==> src/rtl/vga_scan_out_pkg.sv <==
// Shared types and default 640x480@60 timing for the VGA scan-out stage.
// Colour is 15-bit packed {b,g,r}; the flag bundle travels alongside each pixel.
package vga_pkg;

  localparam int CNT_W = 10;
  localparam int IMG_W = 512;

  localparam int DEF_H_ACTIVE = 640;
  localparam int DEF_H_FP     = 16;
  localparam int DEF_H_SYNC   = 96;
  localparam int DEF_H_BP     = 48;
  localparam int DEF_V_ACTIVE = 480;
  localparam int DEF_V_FP     = 10;
  localparam int DEF_V_SYNC   = 2;
  localparam int DEF_V_BP     = 33;
  localparam int DEF_H_BORDER = 64;
  localparam logic [14:0] DEF_BORDER_RGB = 15'h0000;

  typedef struct packed {
    logic [4:0] b;
    logic [4:0] g;
    logic [4:0] r;
  } rgb15_t;

  typedef enum logic {
    WAIT,
    RUN
  } scan_state_t;

  // Per-pixel control bits delayed in step with the colour path.
  typedef struct packed {
    logic de;
    logic win;
    logic hs;
    logic vs;
    logic first;
  } pix_flags_t;

  localparam pix_flags_t FLAGS_IDLE = '{de: 1'b0, win: 1'b0, hs: 1'b1, vs: 1'b1, first: 1'b0};

  function automatic rgb15_t dim_half(input rgb15_t p);
    rgb15_t q;
    q.b = {1'b0, p.b[4:1]};
    q.g = {1'b0, p.g[4:1]};
    q.r = {1'b0, p.r[4:1]};
    return q;
  endfunction

endpackage

==> src/rtl/vga_scan_out_timing.sv <==
// VGA raster counters, sync/active decode and the WAIT/RUN start-up machine.
// Outputs are stage-0 (combinational from the counters); no backpressure.
module vga_timing
  import vga_pkg::*;
#(
  parameter int H_ACTIVE = DEF_H_ACTIVE,
  parameter int H_FP     = DEF_H_FP,
  parameter int H_SYNC   = DEF_H_SYNC,
  parameter int H_BP     = DEF_H_BP,
  parameter int V_ACTIVE = DEF_V_ACTIVE,
  parameter int V_FP     = DEF_V_FP,
  parameter int V_SYNC   = DEF_V_SYNC,
  parameter int V_BP     = DEF_V_BP
) (
  input  logic             clk,
  input  logic             reset_n,
  input  logic             frame_available,
  output logic [CNT_W-1:0] hcnt,
  output logic [CNT_W-1:0] vcnt,
  output logic             active,
  output logic             hs,
  output logic             vs
);

  localparam int H_TOTAL = H_ACTIVE + H_FP + H_SYNC + H_BP;
  localparam int V_TOTAL = V_ACTIVE + V_FP + V_SYNC + V_BP;

  localparam logic [CNT_W-1:0] H_LAST = CNT_W'(H_TOTAL - 1);
  localparam logic [CNT_W-1:0] V_LAST = CNT_W'(V_TOTAL - 1);
  localparam logic [CNT_W-1:0] H_ACT  = CNT_W'(H_ACTIVE);
  localparam logic [CNT_W-1:0] V_ACT  = CNT_W'(V_ACTIVE);
  localparam logic [CNT_W-1:0] HS_LO  = CNT_W'(H_ACTIVE + H_FP);
  localparam logic [CNT_W-1:0] HS_HI  = CNT_W'(H_ACTIVE + H_FP + H_SYNC);
  localparam logic [CNT_W-1:0] VS_LO  = CNT_W'(V_ACTIVE + V_FP);
  localparam logic [CNT_W-1:0] VS_HI  = CNT_W'(V_ACTIVE + V_FP + V_SYNC);

  scan_state_t      state, state_nxt;
  logic             seen, seen_nxt;
  logic [CNT_W-1:0] hcnt_nxt, vcnt_nxt;
  logic             h_wrap;

  assign h_wrap = (hcnt == H_LAST);

  always_ff @(posedge clk or negedge reset_n) begin
    if (!reset_n) begin
      state <= WAIT;
      seen  <= 1'b0;
      hcnt  <= '0;
      vcnt  <= V_LAST;
    end else begin
      state <= state_nxt;
      seen  <= seen_nxt;
      hcnt  <= hcnt_nxt;
      vcnt  <= vcnt_nxt;
    end
  end

  // 'seen' is the registered sample, so a request landing on the wrap cycle
  // itself only takes effect at the following wrap.
  always_comb begin
    state_nxt = state;
    seen_nxt  = seen;
    hcnt_nxt  = h_wrap ? '0 : hcnt + CNT_W'(1);
    vcnt_nxt  = vcnt;
    case (state)
      WAIT: begin
        if (frame_available) seen_nxt = 1'b1;
        if (h_wrap && seen) begin
          vcnt_nxt  = '0;
          state_nxt = RUN;
        end
      end
      RUN: begin
        if (h_wrap) vcnt_nxt = (vcnt == V_LAST) ? '0 : vcnt + CNT_W'(1);
      end
      default: state_nxt = WAIT;
    endcase
  end

  assign active = (hcnt < H_ACT) && (vcnt < V_ACT);
  assign hs     = !((hcnt >= HS_LO) && (hcnt < HS_HI));
  assign vs     = !((vcnt >= VS_LO) && (vcnt < VS_HI));

endmodule

==> src/rtl/vga_scan_out.sv <==
// VGA scan-out: timing, line-buffer read address, border mux, registered pins; 3-cycle counter-to-pin latency, no backpressure.
// Optional 50% scanline dimming on odd lines is built only when VGA_SCANLINES_EN is defined.
module vga_scan_out
  import vga_pkg::*;
#(
  parameter int          H_ACTIVE   = DEF_H_ACTIVE,
  parameter int          H_FP       = DEF_H_FP,
  parameter int          H_SYNC     = DEF_H_SYNC,
  parameter int          H_BP       = DEF_H_BP,
  parameter int          V_ACTIVE   = DEF_V_ACTIVE,
  parameter int          V_FP       = DEF_V_FP,
  parameter int          V_SYNC     = DEF_V_SYNC,
  parameter int          V_BP       = DEF_V_BP,
  parameter int          H_BORDER   = DEF_H_BORDER,
  parameter logic [14:0] BORDER_RGB = DEF_BORDER_RGB
) (
  input  logic        clk,
  input  logic        reset_n,
  input  logic        frame_available,
  input  logic [14:0] outpixel,
  output logic [9:0]  read_x,
  output logic [4:0]  vga_r,
  output logic [4:0]  vga_g,
  output logic [4:0]  vga_b,
  output logic        vga_hs,
  output logic        vga_vs,
  output logic        vga_de,
  output logic        frame_start
);

  localparam logic [CNT_W-1:0] WIN_LO = CNT_W'(H_BORDER);
  localparam logic [CNT_W-1:0] WIN_HI = CNT_W'(H_BORDER + IMG_W);

  logic [CNT_W-1:0] hcnt, vcnt;
  logic             active, hs, vs;
  pix_flags_t       f0, f1, f2;
  logic [8:0]       img_x;
  rgb15_t           win_pix, pix_nxt, pix_q;

  vga_timing #(
    .H_ACTIVE (H_ACTIVE),
    .H_FP     (H_FP),
    .H_SYNC   (H_SYNC),
    .H_BP     (H_BP),
    .V_ACTIVE (V_ACTIVE),
    .V_FP     (V_FP),
    .V_SYNC   (V_SYNC),
    .V_BP     (V_BP)
  ) u_timing (
    .clk             (clk),
    .reset_n         (reset_n),
    .frame_available (frame_available),
    .hcnt            (hcnt),
    .vcnt            (vcnt),
    .active          (active),
    .hs              (hs),
    .vs              (vs)
  );

  always_comb begin
    f0       = FLAGS_IDLE;
    f0.de    = active;
    f0.win   = active && (hcnt >= WIN_LO) && (hcnt < WIN_HI);
    f0.hs    = hs;
    f0.vs    = vs;
    f0.first = active && (hcnt == '0) && (vcnt == '0);
  end

  assign img_x = 9'(hcnt - WIN_LO);

  // vline selects the line-buffer half; address is left parked outside the window.
  always_ff @(posedge clk or negedge reset_n) begin
    if (!reset_n) begin
      read_x <= '0;
      f1     <= FLAGS_IDLE;
      f2     <= FLAGS_IDLE;
    end else begin
      if (f0.win) read_x <= {vcnt[0], img_x};
      f1 <= f0;
      f2 <= f1;
    end
  end

`ifdef VGA_SCANLINES_EN
  logic odd1, odd2;

  always_ff @(posedge clk or negedge reset_n) begin
    if (!reset_n) begin
      odd1 <= 1'b0;
      odd2 <= 1'b0;
    end else begin
      odd1 <= vcnt[0];
      odd2 <= odd1;
    end
  end

  assign win_pix = odd2 ? dim_half(outpixel) : rgb15_t'(outpixel);
`else
  assign win_pix = rgb15_t'(outpixel);
`endif

  always_comb begin
    pix_nxt = '0;
    if (f2.win)     pix_nxt = win_pix;
    else if (f2.de) pix_nxt = rgb15_t'(BORDER_RGB);
  end

  always_ff @(posedge clk or negedge reset_n) begin
    if (!reset_n) begin
      pix_q       <= '0;
      vga_hs      <= 1'b1;
      vga_vs      <= 1'b1;
      vga_de      <= 1'b0;
      frame_start <= 1'b0;
    end else begin
      pix_q       <= pix_nxt;
      vga_hs      <= f2.hs;
      vga_vs      <= f2.vs;
      vga_de      <= f2.de;
      frame_start <= f2.first;
    end
  end

  assign vga_r = pix_q.r;
  assign vga_g = pix_q.g;
  assign vga_b = pix_q.b;

endmodule

==> config.mk <==
export PLATFORM = sky130hd
export DESIGN_NAME = vga_scan_out
export DESIGN_NICKNAME = d
export VERILOG_FILES = /design/src/rtl/vga_scan_out_pkg.sv /design/src/rtl/vga_scan_out_timing.sv /design/src/rtl/vga_scan_out.sv
export SDC_FILE = /design/constraint.sdc
export NUM_CORES = 1
export LEC_CHECK = 0
export CORE_UTILIZATION = 55
export DETAILED_ROUTE_END_ITERATION = 10
export GPL_ROUTABILITY_DRIVEN = 0
export PLACE_DENSITY = 0.9
export REMOVE_ABC_BUFFERS = 1
export SLEW_MARGIN = 40
export SYNTH_ARGS = -nofsm -noshare
export SYNTH_HDL_FRONTEND = slang
export SYNTH_HIERARCHICAL = 1
export SYNTH_SLANG_ARGS = --single-unit
==> constraint.sdc <==
create_clock -name clk -period 4.4 [get_ports clk]
set_input_delay 0.88 -clock clk [delete_from_list [all_inputs] [get_ports clk]]
set_output_delay 0.88 -clock clk [all_outputs]
set_load 0.02 [all_outputs]
==> results.yml, run 1 <==
timing:
  report.final.setup_viol: 0
  post-route-min-period_ns: 2.39
  timing.final.max_slew_violations: 0
  postLayoutSetupSlackWorst_ns: 2.01
  report.final.hold_viol_count: 0
  grt_setup_unrepaired: "false"
  fin_setup_tns_ns: 0
  fin_worst_skew_ns: 0.00605
  post-route-period-util_pct: 54.4
  max_slew.worst_pin.slew_ns: 0.712
  fmax_mhz: 418
  relSlewSlack_pct: 52.5
  whs_ns: 0.351
floorplan:
  coreArea_sq_um: 4440
  die-area_sq_um: 4990
  floorplan.die.width_microns: 70.6
  initial_cell_density_of_the_core_pct: 58.3
  io_pins: 47
  fp-row-count: 24
  die_h_microns: 70.6
power:
  power_switching_share_pct: 20.6
  power_density_relative_to_cell_area_nw_per_um2: 313
  seq_power_share_pct: 55.2
  pwr-share-clk_pct: 42.3
  intPower_mw: 0.808
  p_switching_mw: 0.209
  leakagePower_nw: 1.40
  worst_ir_drop_vdd_uv: 208
  combinationalPowerShare_pct: 2.5
setup_path:
  critical_path.top_delay_family: "flip-flops"
  worst_setup_path_start_kind: "flip-flop"
  cp-end-kind: "flip-flop"
  cp_data_arrival_time_ns: 2.61
  worstPathCellList: "inv_1 > ha_1 > nor2b_1 > and2_1 > a21oi_2 > mux2_2"
  cp_slowest_cell: "sky130_fd_sc_hd__dfrtp_1"
  worst_path_largest_cell_delay_ns: 0.59
  path_class: "flip-flop to flip-flop"
  worstPathRequired_ns: 4.62
  cp.buffers_inverters: 1
  worst-path-max-fanout: 12
synth:
  synth.largest_area_cell: "sky130_fd_sc_hd__dfrtp_1"
  synthCells: 218
  yosysSeqAreaShare_pct: 59.3
  postSynthRegisterBits: 61
  synth_ff_type: "sky130_fd_sc_hd__dfrtp_1"
  synth.cell_area_sq_um: 2590
  async_reset_ff_share_pct: 100
  synth_area_leaders: "sky130_fd_sc_hd__dfrtp_1 (50%), sky130_fd_sc_hd__dfstp_2 (9.1%), sky130_fd_sc_hd__and2_1 (4.3%)"
  yosysUniqueCellTypes: 50
  yosys.cell_count.top_type: "sky130_fd_sc_hd__dfrtp_1"
  synthTopCellsByCount: "sky130_fd_sc_hd__dfrtp_1 (52), sky130_fd_sc_hd__and2_1 (18), sky130_fd_sc_hd__inv_1 (14), sky130_fd_sc_hd__nand2_1 (14), sky130_fd_sc_hd__nor2_1 (13)"
  yosysTopAreaCellShare_pct: 50.2
  synthesis.area_per_instance_sq_um: 11.9
  synth_enable_flop_cells: 0
  yosysWarnings: 6
detailed_routing:
  drtPass1Iterations: 8
  route.vias.total: 1828
  wl_per_cell_microns: 16.3
  drt_iter0_markers: 149
  detail-route-antenna-nets: 0
  remaining_drc_errors: 16
  wl_microns: 5290
  avgViaCountPerCell: 5.62
clock_tree:
  tritoncts_clock_tree: "built"
  clock_path_buffers: 2
  cts-root-buf: "sky130_fd_sc_hd__clkbuf_8"
  h_tree_lvl_count: 3
  post_cts.resized_instances: 0
  cts_buffers: 9
  clock-sinks: 61
  path_clk_slew_ns: 0.06
  post_cts.repair.setup_buffers: 0
  clock_latency_ns: 0.33
  total_of_hold_buffers_inserted_after_clock_tree_synthesis: 0
grt:
  grt-ovfl-total: 0
  pin_count_of_the_biggest_net_entering_global_routing: 34
  first_global_vias: 1757
  wire_length_of_the_first_global_routing_pass_microns: 8650
  groute.usage.overall_pct: 23.6
  antenna_found_initial: 0
placed_design:
  portBuffers: 46
  postPlaceCellArea_sq_um: 3070
  place_hpwl_microns: 3750
  place_ws_ns: 2.01
job:
  cap_violations: 0
min_path:
  holdCritPathClass: "flip-flop to flip-flop"
finish:
  layout-drive-gt1-share_pct: 14.7
  antenna_cells: 0
  finish.net_count: 292
  finalInstanceArea_sq_um: 3250
  n_fill_cell: 312
  post-route-util_pct: 73.1
  flow.area_growth_from_synthesis_pct: 25.3
outcome:
  failed_checks: "DRC"
  outcome: "finished with violations"
kinds of logic after synthesis:
| logic type | after synthesis | share of synthesized area [%] |
|---|---|---|
| xor gates and xnor gates | 8 | 2.70 |
| AOI/OAI and AO/OA | 28 | 7.92 |
| muxes | 7 | 3.72 |
| adders and majority gates | 6 | 2.90 |
| and+or+nand+nor | 86 | 19.4 |
| DFF | 61 | 59.3 |
| buffers and inverters | 22 | 4.01 |
layout make-up:
| cell class | instances | area (sq um) | share of cell area (%) |
|---|---|---|---|
| Clock buffer | 14 | 163 | 5.01 |
| Multi-Input combinational cell | 135 | 956 | 29.4 |
| Clock inverter | 2 | 10.0 | 0.308 |
| Inverter | 14 | 52.6 | 1.62 |
| Timing Repair Buffer | 47 | 463 | 14.3 |
| Tap cell | 52 | 65.1 | 2.00 |
| Sequential cell | 61 | 1540 | 47.4 |
cell usage in the layout (no fill, tap or decap), drive strengths merged, types with 3 or more instances in the layout:
cell type	count
and3	3
dfstp	9
a21oi	3
and2	18
inv	14
nand4	6
o21ai	6
clkbuf	14
nor2b	3
or4	3
dfrtp	52
or3	3
clkdlybuf4s50	45
nor4	4
mux2	6
nor2	13
nor3	4
nand2	14
xnor2	3
o2bb2ai	3
xor2	5
a31oi	4
ha	6
nand3	8
path summary, 6_finish.rpt:
check	end	slack (ns)	start	cells after the start
worst min register to register	f2[0]	0.35	f1[0]	0
worst max-delay path	read_x[9]	2.01	u_timing/hcnt[6]	6
worst min-delay path	f2[0]	0.35	f1[0]	0
worst max register to register	read_x[9]	2.01	u_timing/hcnt[6]	6
max in group asynchronous	f1[2]	2.93	reset_n	2
min in group asynchronous	vga_r[2]	0.60	reset_n	1
metal layers:
layer / GRT usage, % / routed length [microns] / up-vias
li1: - / - / 868
met1: 31.2 / 2200 / 855
met2: 36.1 / 2520 / 89
met3: 5.41 / 424 / 16
met4: 14.0 / 147 / 0
met5: 0 / 0 / -
registers in the layout, indices dropped and copies added (netlist names), 5 cells and up:
signal / count
vga_r: 5
u_timing/vcnt: 10
f2: 5
read_x: 10
u_timing/hcnt: 10
vga_b: 5
f1: 5
vga_g: 5
metrics by stage:
stage,std cells,total power [mW]
2_1_floorplan,210,0.571
3_3_place_gp,309,0.597
3_5_place_dp,309,0.598
4_1_cts,325,1.03
5_1_grt,325,1.06
6_report,325,1.02
power groups by stage:
stage / combinational (mW) / clock, mW / sequential (mW)
6_report: 0.0259 / 0.430 / 0.561
2_1_floorplan: 0.00000724 / 0 / 0.571
5_1_grt: 0.0291 / 0.466 / 0.561
3_3_place_gp: 0.0260 / 0 / 0.571
3_5_place_dp: 0.0264 / 0 / 0.571
4_1_cts: 0.0268 / 0.438 / 0.561
Power figures use the tool's default switching activity.
==> run 2: changes to the inputs <==
--- a/config.mk
+++ b/config.mk
@@ -5,10 +5,10 @@
 export SDC_FILE = /design/constraint.sdc
 export NUM_CORES = 1
 export LEC_CHECK = 0
-export CORE_UTILIZATION = 55
+export CORE_UTILIZATION = 52
 export DETAILED_ROUTE_END_ITERATION = 10
 export GPL_ROUTABILITY_DRIVEN = 0
-export PLACE_DENSITY = 0.9
+export PLACE_DENSITY = 0.86
 export REMOVE_ABC_BUFFERS = 1
 export SLEW_MARGIN = 40
 export SYNTH_ARGS = -nofsm -noshare
==> constraint.sdc (replaced) <==
create_clock -name clk -period 2.4 [get_ports clk]
set_input_delay 0.48 -clock clk [delete_from_list [all_inputs] [get_ports clk]]
set_output_delay 0.48 -clock clk [all_outputs]
set_load 0.02 [all_outputs]
==> run 2 against run 1 <==
  * The flow now finishes without violations
  * Combinational power increased by 77%
  * Global-route usage decreased by 2.2 points
  * Critical path depth decreased by 2
  * Fmax increased by 9.3%
  * Clock skew increased by 0.00066 ns
  * Highest routed layer unchanged
==> results.yml, run 2 (same netlist as run 1, synthesis figures left out) <==
detailed_routing:
  remaining_drc_errors: 0
  wl_per_cell_microns: 14.9
  drt_iter0_markers: 103
  route.vias.total: 1892
  drtPass1Iterations: 4
  avgViaCountPerCell: 5.50
  wl_microns: 5120
  detail-route-antenna-nets: 0
power:
  power_switching_share_pct: 19.9
  worst_ir_drop_vdd_uv: 336
  seq_power_share_pct: 53.0
  power_density_relative_to_cell_area_nw_per_um2: 587
  leakagePower_nw: 1.43
  intPower_mw: 1.55
  p_switching_mw: 0.387
  pwr-share-clk_pct: 44.6
  fin_total_pwr_mw: 1.94
  combinationalPowerShare_pct: 2.4
grt:
  groute.usage.overall_pct: 21.4
  first_global_vias: 1744
  wire_length_of_the_first_global_routing_pass_microns: 8290
  grt-ovfl-total: 0
  pin_count_of_the_biggest_net_entering_global_routing: 61
  antenna_found_initial: 0
timing:
  fin_setup_tns_ns: 0
  max_slew.worst_pin.slew_ns: 0.717
  relSlewSlack_pct: 51.6
  grt_setup_unrepaired: "false"
  fmax_mhz: 457
  post-route-min-period_ns: 2.19
  timing.final.max_slew_violations: 0
  post-route-period-util_pct: 91.2
  report.final.setup_viol: 0
  postLayoutSetupSlackWorst_ns: 0.211
  fin_worst_skew_ns: 0.00671
  report.final.hold_viol_count: 0
finish:
  seqCellArea_sq_um: 1540
  finish.net_count: 296
  reg.largest.list: "read_x: 10 flops, u_timing/hcnt: 10 flops, u_timing/vcnt: 10 flops"
  n_fill_cell: 344
  flow.area_growth_from_synthesis_pct: 27.7
  layout-drive-gt1-share_pct: 16.2
  layout.cells.most_common: "sky130_fd_sc_hd__dfrtp_1"
  multi_input_comb_area_sq_um: 950
  final_cell_mix: "sky130_fd_sc_hd__dfrtp_1 (52), sky130_fd_sc_hd__clkdlybuf4s50_1 (45), sky130_fd_sc_hd__and2_1 (18), sky130_fd_sc_hd__inv_1 (14), sky130_fd_sc_hd__nand2_1 (14)"
  antenna_cells: 0
floorplan:
  io_pins: 47
  die-area_sq_um: 5270
  fp-row-count: 25
  coreArea_sq_um: 4750
  die_h_microns: 72.6
  floorplan.die.width_microns: 72.6
  initial_cell_density_of_the_core_pct: 54.5
clock_tree:
  cts_buffers: 9
  clock_path_buffers: 2
  clock-sinks: 61
  path_clk_slew_ns: 0.06
  total_of_hold_buffers_inserted_after_clock_tree_synthesis: 0
  tritoncts_clock_tree: "built"
  clock_latency_ns: 0.33
  h_tree_lvl_count: 3
  post_cts.resized_instances: 0
  cts-root-buf: "sky130_fd_sc_hd__clkbuf_8"
  post_cts.repair.setup_buffers: 0
placed_design:
  place_ws_ns: 0.332
  portBuffers: 46
  place_hpwl_microns: 3430
setup_path:
  cp_data_arrival_time_ns: 2.41
  worst-path-max-fanout: 8
  path_class: "flip-flop to flip-flop"
  worst_path_largest_cell_delay_ns: 0.61
  worst_setup_path_start_kind: "flip-flop"
  timing.rr.start: "u_timing/vcnt[2]"
  setup.reg_to_reg.worst_slack_ns: 0.21
  reg2reg_to: "u_timing/vcnt[4]"
  worstPathCellList: "or3b_2 > o41ai_1 > o221a_2 > o22ai_1"
  count_of_cells_along_the_worst_register_to_register_path: 4
  cp-end-kind: "flip-flop"
  worstPathRequired_ns: 2.62
  cp_slowest_cell: "sky130_fd_sc_hd__o41ai_1"
job:
  cap_violations: 0
min_path:
  holdCritPathClass: "input pin to async pin"
outcome:
  outcome: "finished clean"
==> run 2: cell count changes in the layout (fill, tap and decap cells not counted), sizes merged <==
cell and change:
clkinv +2, buf +4, bufinv +1, clkbuf -3
==> run 2: power by group through the flow <==
stage,clock network (mW),logic [mW],registers [mW]
4_1_cts,0.884,0.0473,1.03
5_1_grt,0.930,0.0517,1.03
3_5_place_dp,0,0.0466,1.05
2_1_floorplan,0,0.0000130,1.05
3_3_place_gp,0,0.0477,1.05
6_report,0.865,0.0458,1.03
==> run 2: cell type report <==
| cell class | instances | area share (%) |
|---|---|---|
| flip-flops and latches | 61 | 46.5 |
| multi-input cells | 135 | 28.7 |
| repair buffers | 51 | 14.9 |
| well taps | 67 | 2.53 |
| clock inverters | 5 | 1.51 |
| inverters | 14 | 1.59 |
| clock buffers | 11 | 4.27 |
==> run 2: worst max-delay path by stage <==
stage	startpoint	end	slack [ns]	cells after the start
finish	u_timing/vcnt[2]	u_timing/vcnt[4]	0.21	4
global route	u_timing/hcnt[0]	u_timing/vcnt[6]	0.13	5
CTS	u_timing/hcnt[0]	u_timing/vcnt[6]	0.27	5
detailed placement	u_timing/hcnt[0]	u_timing/vcnt[6]	0.33	5
global placement	u_timing/vcnt[2]	u_timing/vcnt[4]	0.39	4
floorplan	u_timing/hcnt[6]	read_x[9]	0.30	6
==> run 2: metal layers <==
| layer | part of all wire, % | global-route usage (%) | vias up |
|---|---|---|---|
| met5 | 0 | 0 | - |
| li1 | - | - | 873 |
| met2 | 46 | 32.6 | 102 |
| met4 | 2.9 | 13.1 | 0 |
| met3 | 8.1 | 6.49 | 21 |
| met1 | 43 | 26.9 | 896 |
==> run 2: metrics by stage <==
step,utilization (%),cell area [sq um],hold WS [ns],cells
after floorplan,-,2540,0.184,210
after global routing,69.6,3310,0.0818,344
after detailed placement,65.6,3120,0.339,328
final,69.6,3310,0.0800,344
after CTS,69.6,3310,0.0741,344
after global placement,65.6,3120,0.332,328
==> run 2: critical path, delay by kind of cell, from the launching register on <==
| kind | cells | cell delay (ns) |
|---|---|---|
| compound gates | 3 | 0.99 |
| flops | 1 | 0.60 |
| simple gates | 1 | 0.48 |
